<file path="src/rtl/instr_fetch_seq_if.sv">
// Bus bundle between the fetch sequencer (master) and the PC block / instruction memory side (slave).
// retired_count / stall_count exist only when INSTR_FETCH_SEQ_PERF_EN is defined.
interface instr_fetch_seq_if;
  logic [31:0] pc_addr;
  logic        finish;
  logic        exec_stall;
  logic [31:0] imem_readdata;
  logic        imem_waitrequest;
  logic        imem_read;
  logic [31:0] imem_addr;
  logic [31:0] instruction_word;
  logic        state;
  logic        active;
  logic        fault;
  logic [1:0]  dbg_state;
`ifdef INSTR_FETCH_SEQ_PERF_EN
  logic [31:0] retired_count;
  logic [31:0] stall_count;
`endif

  // Handshake: a read completes in the cycle imem_read=1 and imem_waitrequest=0;
  // while waitrequest is high the request (imem_read, imem_addr) is held stable.
  modport master (
    input  pc_addr, finish, exec_stall, imem_readdata, imem_waitrequest,
    output imem_read, imem_addr, instruction_word, state, active, fault, dbg_state
`ifdef INSTR_FETCH_SEQ_PERF_EN
    , output retired_count, stall_count
`endif
  );

  modport slave (
    output pc_addr, finish, exec_stall, imem_readdata, imem_waitrequest,
    input  imem_read, imem_addr, instruction_word, state, active, fault, dbg_state
`ifdef INSTR_FETCH_SEQ_PERF_EN
    , input retired_count, stall_count
`endif
  );
endinterface

</file>
<file path="src/rtl/instr_fetch_seq.sv">
// Fetch/execute sequencer: issues instruction reads, latches the word, strobes PC advance.
// Optional performance counters enabled by defining INSTR_FETCH_SEQ_PERF_EN.
module instr_fetch_seq #(
  parameter int WAIT_TIMEOUT = 256,
  parameter int TO_W         = 9
) (
  input logic              clk,
  input logic              reset,
  instr_fetch_seq_if.master bus
);
  typedef enum logic [1:0] {
    S_FETCH = 2'd0,
    S_EXEC  = 2'd1,
    S_HALT  = 2'd2,
    S_FAULT = 2'd3
  } fsm_t;

  localparam logic [TO_W-1:0] TO_LAST = TO_W'(WAIT_TIMEOUT - 1);

  fsm_t            cur;
  logic [TO_W-1:0] to_cnt;
  logic [31:0]     instr_q;
  logic            active_q;
  logic            fault_q;
  logic            misaligned;
  logic            fetch_req;

  assign misaligned = (bus.pc_addr[1:0] != 2'b00);
  assign fetch_req  = (cur == S_FETCH) && !bus.finish && !misaligned;

  // Request and advance strobe are decoded from the current state so they react in-cycle.
  assign bus.imem_addr        = bus.pc_addr;
  assign bus.imem_read        = fetch_req;
  assign bus.state            = (cur == S_EXEC) && !bus.exec_stall;
  assign bus.instruction_word = instr_q;
  assign bus.active           = active_q;
  assign bus.fault            = fault_q;
  assign bus.dbg_state        = cur;

  always_ff @(posedge clk) begin
    if (reset) begin
      cur      <= S_FETCH;
      to_cnt   <= '0;
      instr_q  <= '0;
      active_q <= 1'b1;
      fault_q  <= 1'b0;
    end else begin
      case (cur)
        S_FETCH: begin
          if (bus.finish) begin
            cur      <= S_HALT;
            active_q <= 1'b0;
            to_cnt   <= '0;
          end else if (misaligned) begin
            cur      <= S_FAULT;
            active_q <= 1'b0;
            fault_q  <= 1'b1;
            to_cnt   <= '0;
          end else if (!bus.imem_waitrequest) begin
            cur     <= S_EXEC;
            instr_q <= bus.imem_readdata;
            to_cnt  <= '0;
          end else if (to_cnt == TO_LAST) begin
            // This is the WAIT_TIMEOUT-th consecutive stalled cycle.
            cur      <= S_FAULT;
            active_q <= 1'b0;
            fault_q  <= 1'b1;
            to_cnt   <= '0;
          end else begin
            to_cnt <= to_cnt + 1'b1;
          end
        end
        S_EXEC: begin
          if (!bus.exec_stall) cur <= S_FETCH;
        end
        S_HALT:  cur <= S_HALT;
        default: cur <= S_FAULT;
      endcase
    end
  end

`ifdef INSTR_FETCH_SEQ_PERF_EN
  logic [31:0] retired_q;
  logic [31:0] stall_q;

  assign bus.retired_count = retired_q;
  assign bus.stall_count   = stall_q;

  // HALT and FAULT never satisfy either condition, so the counters freeze there.
  always_ff @(posedge clk) begin
    if (reset) begin
      retired_q <= '0;
      stall_q   <= '0;
    end else begin
      if (bus.state) retired_q <= retired_q + 32'd1;
      if (((cur == S_FETCH) && bus.imem_waitrequest) ||
          ((cur == S_EXEC) && bus.exec_stall))
        stall_q <= stall_q + 32'd1;
    end
  end
`endif
endmodule
</file>
<file path="src/flat_wrapper.sv">
// flat-port wrapper written by rule: the top's interface ports become plain ports
module instr_fetch_seq_flat 
#(
  parameter int WAIT_TIMEOUT = 256,
  parameter int TO_W         = 9
)
  (clk, reset, bus_pc_addr, bus_finish, bus_exec_stall, bus_imem_readdata, bus_imem_waitrequest, bus_imem_read, bus_imem_addr, bus_instruction_word, bus_state, bus_active, bus_fault, bus_dbg_state);
  instr_fetch_seq_if bus_i ();
  input logic clk;
  input logic reset;
  input wire logic [$bits(bus_i.pc_addr)-1:0] bus_pc_addr;
  input wire logic [$bits(bus_i.finish)-1:0] bus_finish;
  input wire logic [$bits(bus_i.exec_stall)-1:0] bus_exec_stall;
  input wire logic [$bits(bus_i.imem_readdata)-1:0] bus_imem_readdata;
  input wire logic [$bits(bus_i.imem_waitrequest)-1:0] bus_imem_waitrequest;
  output wire logic [$bits(bus_i.imem_read)-1:0] bus_imem_read;
  output wire logic [$bits(bus_i.imem_addr)-1:0] bus_imem_addr;
  output wire logic [$bits(bus_i.instruction_word)-1:0] bus_instruction_word;
  output wire logic [$bits(bus_i.state)-1:0] bus_state;
  output wire logic [$bits(bus_i.active)-1:0] bus_active;
  output wire logic [$bits(bus_i.fault)-1:0] bus_fault;
  output wire logic [$bits(bus_i.dbg_state)-1:0] bus_dbg_state;
  assign bus_i.pc_addr = bus_pc_addr;
  assign bus_i.finish = bus_finish;
  assign bus_i.exec_stall = bus_exec_stall;
  assign bus_i.imem_readdata = bus_imem_readdata;
  assign bus_i.imem_waitrequest = bus_imem_waitrequest;
  assign bus_imem_read = bus_i.imem_read;
  assign bus_imem_addr = bus_i.imem_addr;
  assign bus_instruction_word = bus_i.instruction_word;
  assign bus_state = bus_i.state;
  assign bus_active = bus_i.active;
  assign bus_fault = bus_i.fault;
  assign bus_dbg_state = bus_i.dbg_state;
  instr_fetch_seq #(.WAIT_TIMEOUT(WAIT_TIMEOUT), .TO_W(TO_W)) u_core (.clk(clk), .reset(reset), .bus(bus_i));
endmodule
</file>
<file path="config.mk">
export PLATFORM = sky130hd
export DESIGN_NAME = instr_fetch_seq_flat
export DESIGN_NICKNAME = d
export VERILOG_FILES = /design/src/rtl/instr_fetch_seq_if.sv /design/src/rtl/instr_fetch_seq.sv /design/src/flat_wrapper.sv
export SDC_FILE = /design/constraint.sdc
export NUM_CORES = 1
export LEC_CHECK = 0
export ABC_AREA = 1
export BUFFER_PORTS_ARGS = -buffer_cell sky130_fd_sc_hd__buf_4
export CAP_MARGIN = 10
export CORE_ASPECT_RATIO = 0.75
export CORE_MARGIN = 10
export CORE_UTILIZATION = 45
export CTS_CLUSTER_SIZE = 12
export DETAILED_ROUTE_END_ITERATION = 10
export GPL_ROUTABILITY_DRIVEN = 1
export GPL_TIMING_DRIVEN = 0
export PLACE_DENSITY = 0.86
export SKIP_LAST_GASP = 1
export SYNTH_ARGS = -nofsm -noshare
export SYNTH_HDL_FRONTEND = slang
export SYNTH_SLANG_ARGS = --single-unit
export TNS_END_PERCENT = 50
</file>
<file path="constraint.sdc">
create_clock -name clk -period 3.8 [get_ports clk]
set_clock_uncertainty 0.1 [all_clocks]
set_input_delay 0.19 -clock clk [delete_from_list [all_inputs] [get_ports clk]]
set_output_delay 0.19 -clock clk [all_outputs]
set_load 0.01 [all_outputs]
</file>
==> results of run 1 <==
## kinds of logic (layout without fill, tap and decap cells)
logic type	after synthesis	count (layout)
adder cells (fa/ha/maj)	1	1
flip-flops	45	45
AND/OR/NAND/NOR	122	122
AO/OA/AOI/OAI	52	52
buffers and inverters	58	173
## area by class of cell
| type | count | area, µm² | area share |
|---|---|---|---|
| buffer | 42 | 324 | 0.104 |
| clock buffer | 6 | 82.6 | 0.0265 |
| clock inverter | 2 | 37.5 | 0.0120 |
| inverter | 16 | 62.6 | 0.0201 |
| multi-input combinational | 175 | 835 | 0.268 |
| sequential | 45 | 901 | 0.289 |
| tap | 57 | 71.3 | 0.0229 |
| timing repair buffer | 107 | 803 | 0.258 |
## report_power, final
part           switching (mW)  internal [mW]
logic                  0.0762         0.0974
registers             0.00883          0.484
clock network           0.159          0.214
## cell usage after synthesis
library cell / number / area share
a21oi_1: 14 / 0.033
and3_1: 1 / 0.0029
buf_2: 1 / 0.0024
buf_4: 32 / 0.11
buf_6: 6 / 0.032
clkbuf_1: 3 / 0.0053
dfxtp_1: 45 / 0.42
ha_1: 1 / 0.0059
inv_1: 15 / 0.027
inv_4: 1 / 0.0029
nand2_1: 25 / 0.044
nand2_2: 1 / 0.0029
nand3_1: 8 / 0.019
nand3_4: 1 / 0.0083
nand4_1: 3 / 0.0088
nor2_1: 64 / 0.11
nor2_2: 13 / 0.038
nor2_4: 2 / 0.011
nor2_8: 1 / 0.0094
nor3_1: 3 / 0.0071
o21ai_0: 28 / 0.066
o21ai_1: 10 / 0.024
## per-stage QoR
stage               std cells  hold slack, ns   util  setup slack [ns]  area [µm²]
floorplan                 278           0.218      -              2.40        2120
global placement          442           0.311  0.663              2.21        3000
detailed placement        442           0.318  0.663              2.14        3000
CTS                       450          0.0112  0.690              2.13        3120
global route              450         0.00569  0.690              1.93        3120
finish                    450          0.0167  0.690              2.11        3120
## routing by layer
| layer | GRT usage | vias to the layer above | routed length, µm |
|---|---|---|---|
| li1 | - | 1081 | - |
| met1 | 0.173 | 925 | 2530 |
| met2 | 0.264 | 93 | 3130 |
| met3 | 0.0813 | 6 | 735 |
| met4 | 0.0400 | 0 | 83 |
| met5 | 0 | - | 0 |
## registers in the layout, summed over array words and instances, names as in the netlist
name,count
u_core.bus.instruction_word,32
u_core.to_cnt,9
u_core.bus.dbg_state,2
u_core.bus.active,1
u_core.bus.fault,1
## worst min-delay path by stage
stage,endpoint,from,slack [ns],cells past startpoint
after floorplan,u_core.bus.instruction_word[10],bus_imem_readdata[10],0.22,2
after global placement,u_core.bus.instruction_word[22],bus_imem_readdata[22],0.31,3
after detailed placement,u_core.bus.instruction_word[17],bus_imem_readdata[17],0.32,3
after CTS,u_core.bus.instruction_word[17],bus_imem_readdata[17],0.01,3
after global routing,u_core.bus.instruction_word[18],bus_imem_readdata[18],0.006,3
final,u_core.bus.instruction_word[17],bus_imem_readdata[17],0.02,3
## worst reg2reg max path, delay by kind of cell, from the launching register on
family,cells,cell delay [ns]
flops,1,0.37
fa+ha+maj,1,0.18
compound gates,1,0.14
simple gates,5,0.83
==> flow_summary.toml, run 1 <==
[setup_path]
r2r_slack_ns = 2.11
cpMostUsedCell = "nand2_1"
crit_chain = "ha_1 -> nand2_1 -> nor2_2 -> nand3_1 -> nand2_2 -> nand2_1 -> a21oi_1"
cp-start-kind = "flip-flop"
worstSetupPathType = "flip-flop to flip-flop"
cp.depth = 7
arrival_ns = 1.80
r2r_cells = 7
timing.rr.end = "u_core.bus.dbg_state[1]"
crit_buf_inv = 0
crit_required_ns = 3.91
worstSetupEndpointType = "flip-flop"
cpPeakStageDelay_ns = 0.37
crit_family = "simple AND/OR/NAND/NOR gates"
r2r-start = "u_core.to_cnt[1]"
endpoint = "u_core.bus.dbg_state[1]"
slowest_stage = "dfxtp_1"
path_max_fanout = 7
crit_start = "u_core.to_cnt[1]"

[flow_run]
maxCapViolCount = 0

[routing]
vias_per_cell = 4.68
antenna_left = 0
drt_pre_antenna_iters = 4
via_count = 2105
wl_um = 6480
drt_iter0_markers = 162
wl_per_cell_um = 14.4
drc = 0

[global_routing]
grt_usage = 0.158
grt_pass1_vias = 2197
grt_max_degree = 15
grt-ovfl-total = 0
grt_antenna_before_repair = 0
grt_pass1_wl_um = 10500

[floorplan]
die-area_um2 = 7890
fp.dieW_um = 99.3
ios = 139
rows = 21
initial_utilization = 0.470
die_h_um = 79.5
core-area_um2 = 4520

[cts]
cts_hold_buf = 0
cts.sinks = 45
clk_pin_slew_ns = 0.08
clockBufferDepth = 2
root_buffer = "clkbuf_8"
clock_latency_ns = 0.29
cts_tree = "yes"
postCtsResizedCells = 0
post_cts_buffers = 0
htreeDepth = 2
cts_made_buffers = 5

[timing]
relSlewSlack = 0.752
rsz0062_at_grt = "false"
drv_slew = 0
tightest_slew_ns = 0.371
final.period_utilization = 0.445
finalSetupTns_ns = 0
setup_viol = 0
finalHoldViolCount = 0
fmax_mhz = 591
period_needed_ns = 1.69

[place]
gp_congestion = 0.853
io_buffers = 107
post-dp-hpwl_um = 5260

[logic_synthesis]
ys_seq_area_frac = 0.425
synth_top_family_by_area = "simple AND/OR/NAND/NOR gates"
synth-simple-area-share = 0.265
synth-adder-area-share = 0.00590
yosysWarningCount = 0
yosysUniqueCellTypes = 22
synthMuxAreaShare = 0
synth_compound_area_frac = 0.123
syn_inst = 278
synth_nets = 348
syn_area_um2 = 2120
ys_ff_latch = 45
avgSynthCellArea_um2 = 7.63
synth_xor_area_frac = 0

[hold_path]
hp-class = "primary input to flip-flop"

[run_status]
status = "complete, no violations"

[final_layout]
nFillCells = 384
layout_common_cells = "buf_4 (139), nor2_1 (64), dfxtp_1 (45), o21ai_0 (28), nand2_1 (25)"
finalNetCount = 462
synthToLayoutAreaGrowth_pct = 46.9
layout_commonest_cell = "buf_4"
drive_above_1_share = 0.440
num_antenna_cells = 0

[power]
leakage_nw = 1.54
finalPower_mw = 1.04
peakVddDrop_mv = 0.277
p_per_area_nw_per_um2 = 333
Note: power is estimated with default switching activity, not from simulation.
==> run 2, diff against run 1 <==
--- a/config.mk
+++ b/config.mk
@@ -10,12 +10,12 @@
 export CAP_MARGIN = 10
 export CORE_ASPECT_RATIO = 0.75
 export CORE_MARGIN = 10
-export CORE_UTILIZATION = 45
+export CORE_UTILIZATION = 38
 export CTS_CLUSTER_SIZE = 12
 export DETAILED_ROUTE_END_ITERATION = 10
 export GPL_ROUTABILITY_DRIVEN = 1
 export GPL_TIMING_DRIVEN = 0
-export PLACE_DENSITY = 0.86
+export PLACE_DENSITY = 0.77
 export SKIP_LAST_GASP = 1
 export SYNTH_ARGS = -nofsm -noshare
 export SYNTH_HDL_FRONTEND = slang
==> constraint.sdc (replaced) <==
create_clock -name clk -period 1.5 [get_ports clk]
set_clock_uncertainty 0.1 [all_clocks]
set_input_delay 0.075 -clock clk [delete_from_list [all_inputs] [get_ports clk]]
set_output_delay 0.075 -clock clk [all_outputs]
set_load 0.01 [all_outputs]
==> run 2 against run 1 <==
Against the previous run: power increased to 2.6 times the previous value; wire length increased by 11%; critical path type unchanged; cell area up 13%; worst setup slack worse by 2.0 ns; sequential cell count unchanged.
==> flow_summary.toml, run 2 (synthesized netlist as in run 1, its figures left out) <==
[setup_path]
worstSetupPathType = "flip-flop to flip-flop"
r2r-start = "u_core.to_cnt[1]"
endpoint = "u_core.to_cnt[7]"
r2r_slack_ns = 0.06
crit_required_ns = 1.58
cp-start-kind = "flip-flop"
path_max_fanout = 7
r2r_cells = 8
timing.rr.end = "u_core.to_cnt[7]"
arrival_ns = 1.52
crit_start = "u_core.to_cnt[1]"
worstSetupEndpointType = "flip-flop"

[routing]
drt_pre_antenna_iters = 4
drc = 0
vias_per_cell = 4.50
wl_per_cell_um = 14.3
antenna_left = 0
wl_um = 7190
drt_iter0_markers = 114
via_count = 2261

[global_routing]
grt_antenna_before_repair = 0
grt.met2_usage = 0.259
grt_usage = 0.148
grt_max_degree = 15
grt-ovfl-total = 0
met1_usage = 0.157
grt_pass1_vias = 2233
grt_pass1_wl_um = 11200
use_met3 = 0.0725
busiest_layer = "met2"

[place]
post-dp-hpwl_um = 5200
gp_congestion = 0.847
io_buffers = 107
dp.cells = 460

[hold_path]
hp-class = "primary input to flip-flop"

[timing]
drv_slew = 0
tightest_slew_ns = 0.397
final.period_utilization = 0.959
fmax_mhz = 695
rsz0062_at_grt = "true"
relSlewSlack = 0.735
setup_viol = 0
whs_ns = 0.00400
finalHoldViolCount = 0
period_needed_ns = 1.44

[cts]
htreeDepth = 2
cts_made_buffers = 5
cts.sinks = 45
clock_latency_ns = 0.30
clockBufferDepth = 2
clk_pin_slew_ns = 0.09
root_buffer = "clkbuf_8"
cts_tree = "yes"

[floorplan]
core-area_um2 = 5380
fp.dieW_um = 106
die-area_um2 = 9000
initial_utilization = 0.394
rows = 23
ios = 139
die_h_um = 84.7

[final_layout]
drive_above_1_share = 0.428
finalNetCount = 497
synthToLayoutAreaGrowth_pct = 65.6
num_antenna_cells = 0
layout_commonest_cell = "buf_4"
fin_cells = 503
layout_common_cells = "buf_4 (141), nor2_1 (63), dfxtp_1 (41), dlygate4sd3_1 (33), o21ai_0 (28)"
nFillCells = 431
fin_util = 0.653
largest_reg_flops = 32

[power]
p_per_area_nw_per_um2 = 765
leakage_nw = 1.69
finalPower_mw = 2.69
peakVddDrop_mv = 0.654

[flow_run]
maxCapViolCount = 0

[run_status]
status = "complete, no violations"
## run 2: changes by cell type in the layout (fill, tap and decap cells not counted), moves of 2 or more
cell	previous run	this run
buf_4	139	141
dfxtp_1	45	41
dfxtp_2	0	4
dlygate4sd3_1	0	33
## run 2: where the power goes
| group | internal (mW) | switching, mW |
|---|---|---|
| registers | 1.23 | 0.0223 |
| logic | 0.311 | 0.213 |
| clock network | 0.500 | 0.415 |
## run 2: worst min path at each step
stage	slack, ns	start	cells after the start	endpoint
after floorplan	0.10	bus_exec_stall	1	bus_state
after global placement	0.20	bus_imem_readdata[27]	3	u_core.bus.instruction_word[27]
after detailed placement	0.20	bus_imem_readdata[12]	3	u_core.bus.instruction_word[12]
after CTS	-0.04	reset	2	u_core.to_cnt[1]
after global routing	0.004	bus_finish	4	u_core.bus.fault
final	0.004	bus_finish	4	u_core.bus.fault
## run 2: what timing repair did
item                                   CTS  global route
hold buffers                            32             1
pin swaps                                1             2
endpoints found under the hold margin   38             6
buffers inserted                         2             0
resized for setup                        2            10
setup endpoints to repair               41            29
## run 2: layout make-up
| cell class | instances | area (µm²) | area share |
|---|---|---|---|
| Clock inverter | 2 | 38.8 | 0.0110 |
| Multi-Input combinational cell | 175 | 868 | 0.247 |
| Sequential cell | 45 | 906 | 0.258 |
| Clock buffer | 6 | 72.6 | 0.0206 |
| Buffer | 42 | 324 | 0.0922 |
| Tap cell | 75 | 93.8 | 0.0267 |
| Timing Repair Buffer | 142 | 1150 | 0.327 |
| Inverter | 16 | 62.6 | 0.0178 |
## run 2: stage by stage
stage / area (µm²) / TNS, ns / setup slack, ns
after floorplan: 2120 / 0 / 0.0976
after global placement: 3020 / -0.596 / -0.108
after detailed placement: 3020 / -1.73 / -0.127
after CTS: 3480 / -0.00704 / -0.00704
after global routing: 3510 / -0.0492 / -0.0153
final: 3510 / 0 / 0.0614
## run 2: critical path, cell delays in order (launching register included)
cell     delay (ns)
dfxtp_2        0.35
ha_2           0.18
nand2_2        0.09
nor2_4         0.18
nand3_4        0.15
nand2_4        0.12
nor2_2         0.03
nor2_1         0.08
nor2_1         0.04
## run 2: metal layers
metal  part of all wire  routed length (µm)
met2               0.51                3640
met1               0.38                2720
met5                  0                   0
met3               0.11                 785
met4             0.0067                  48
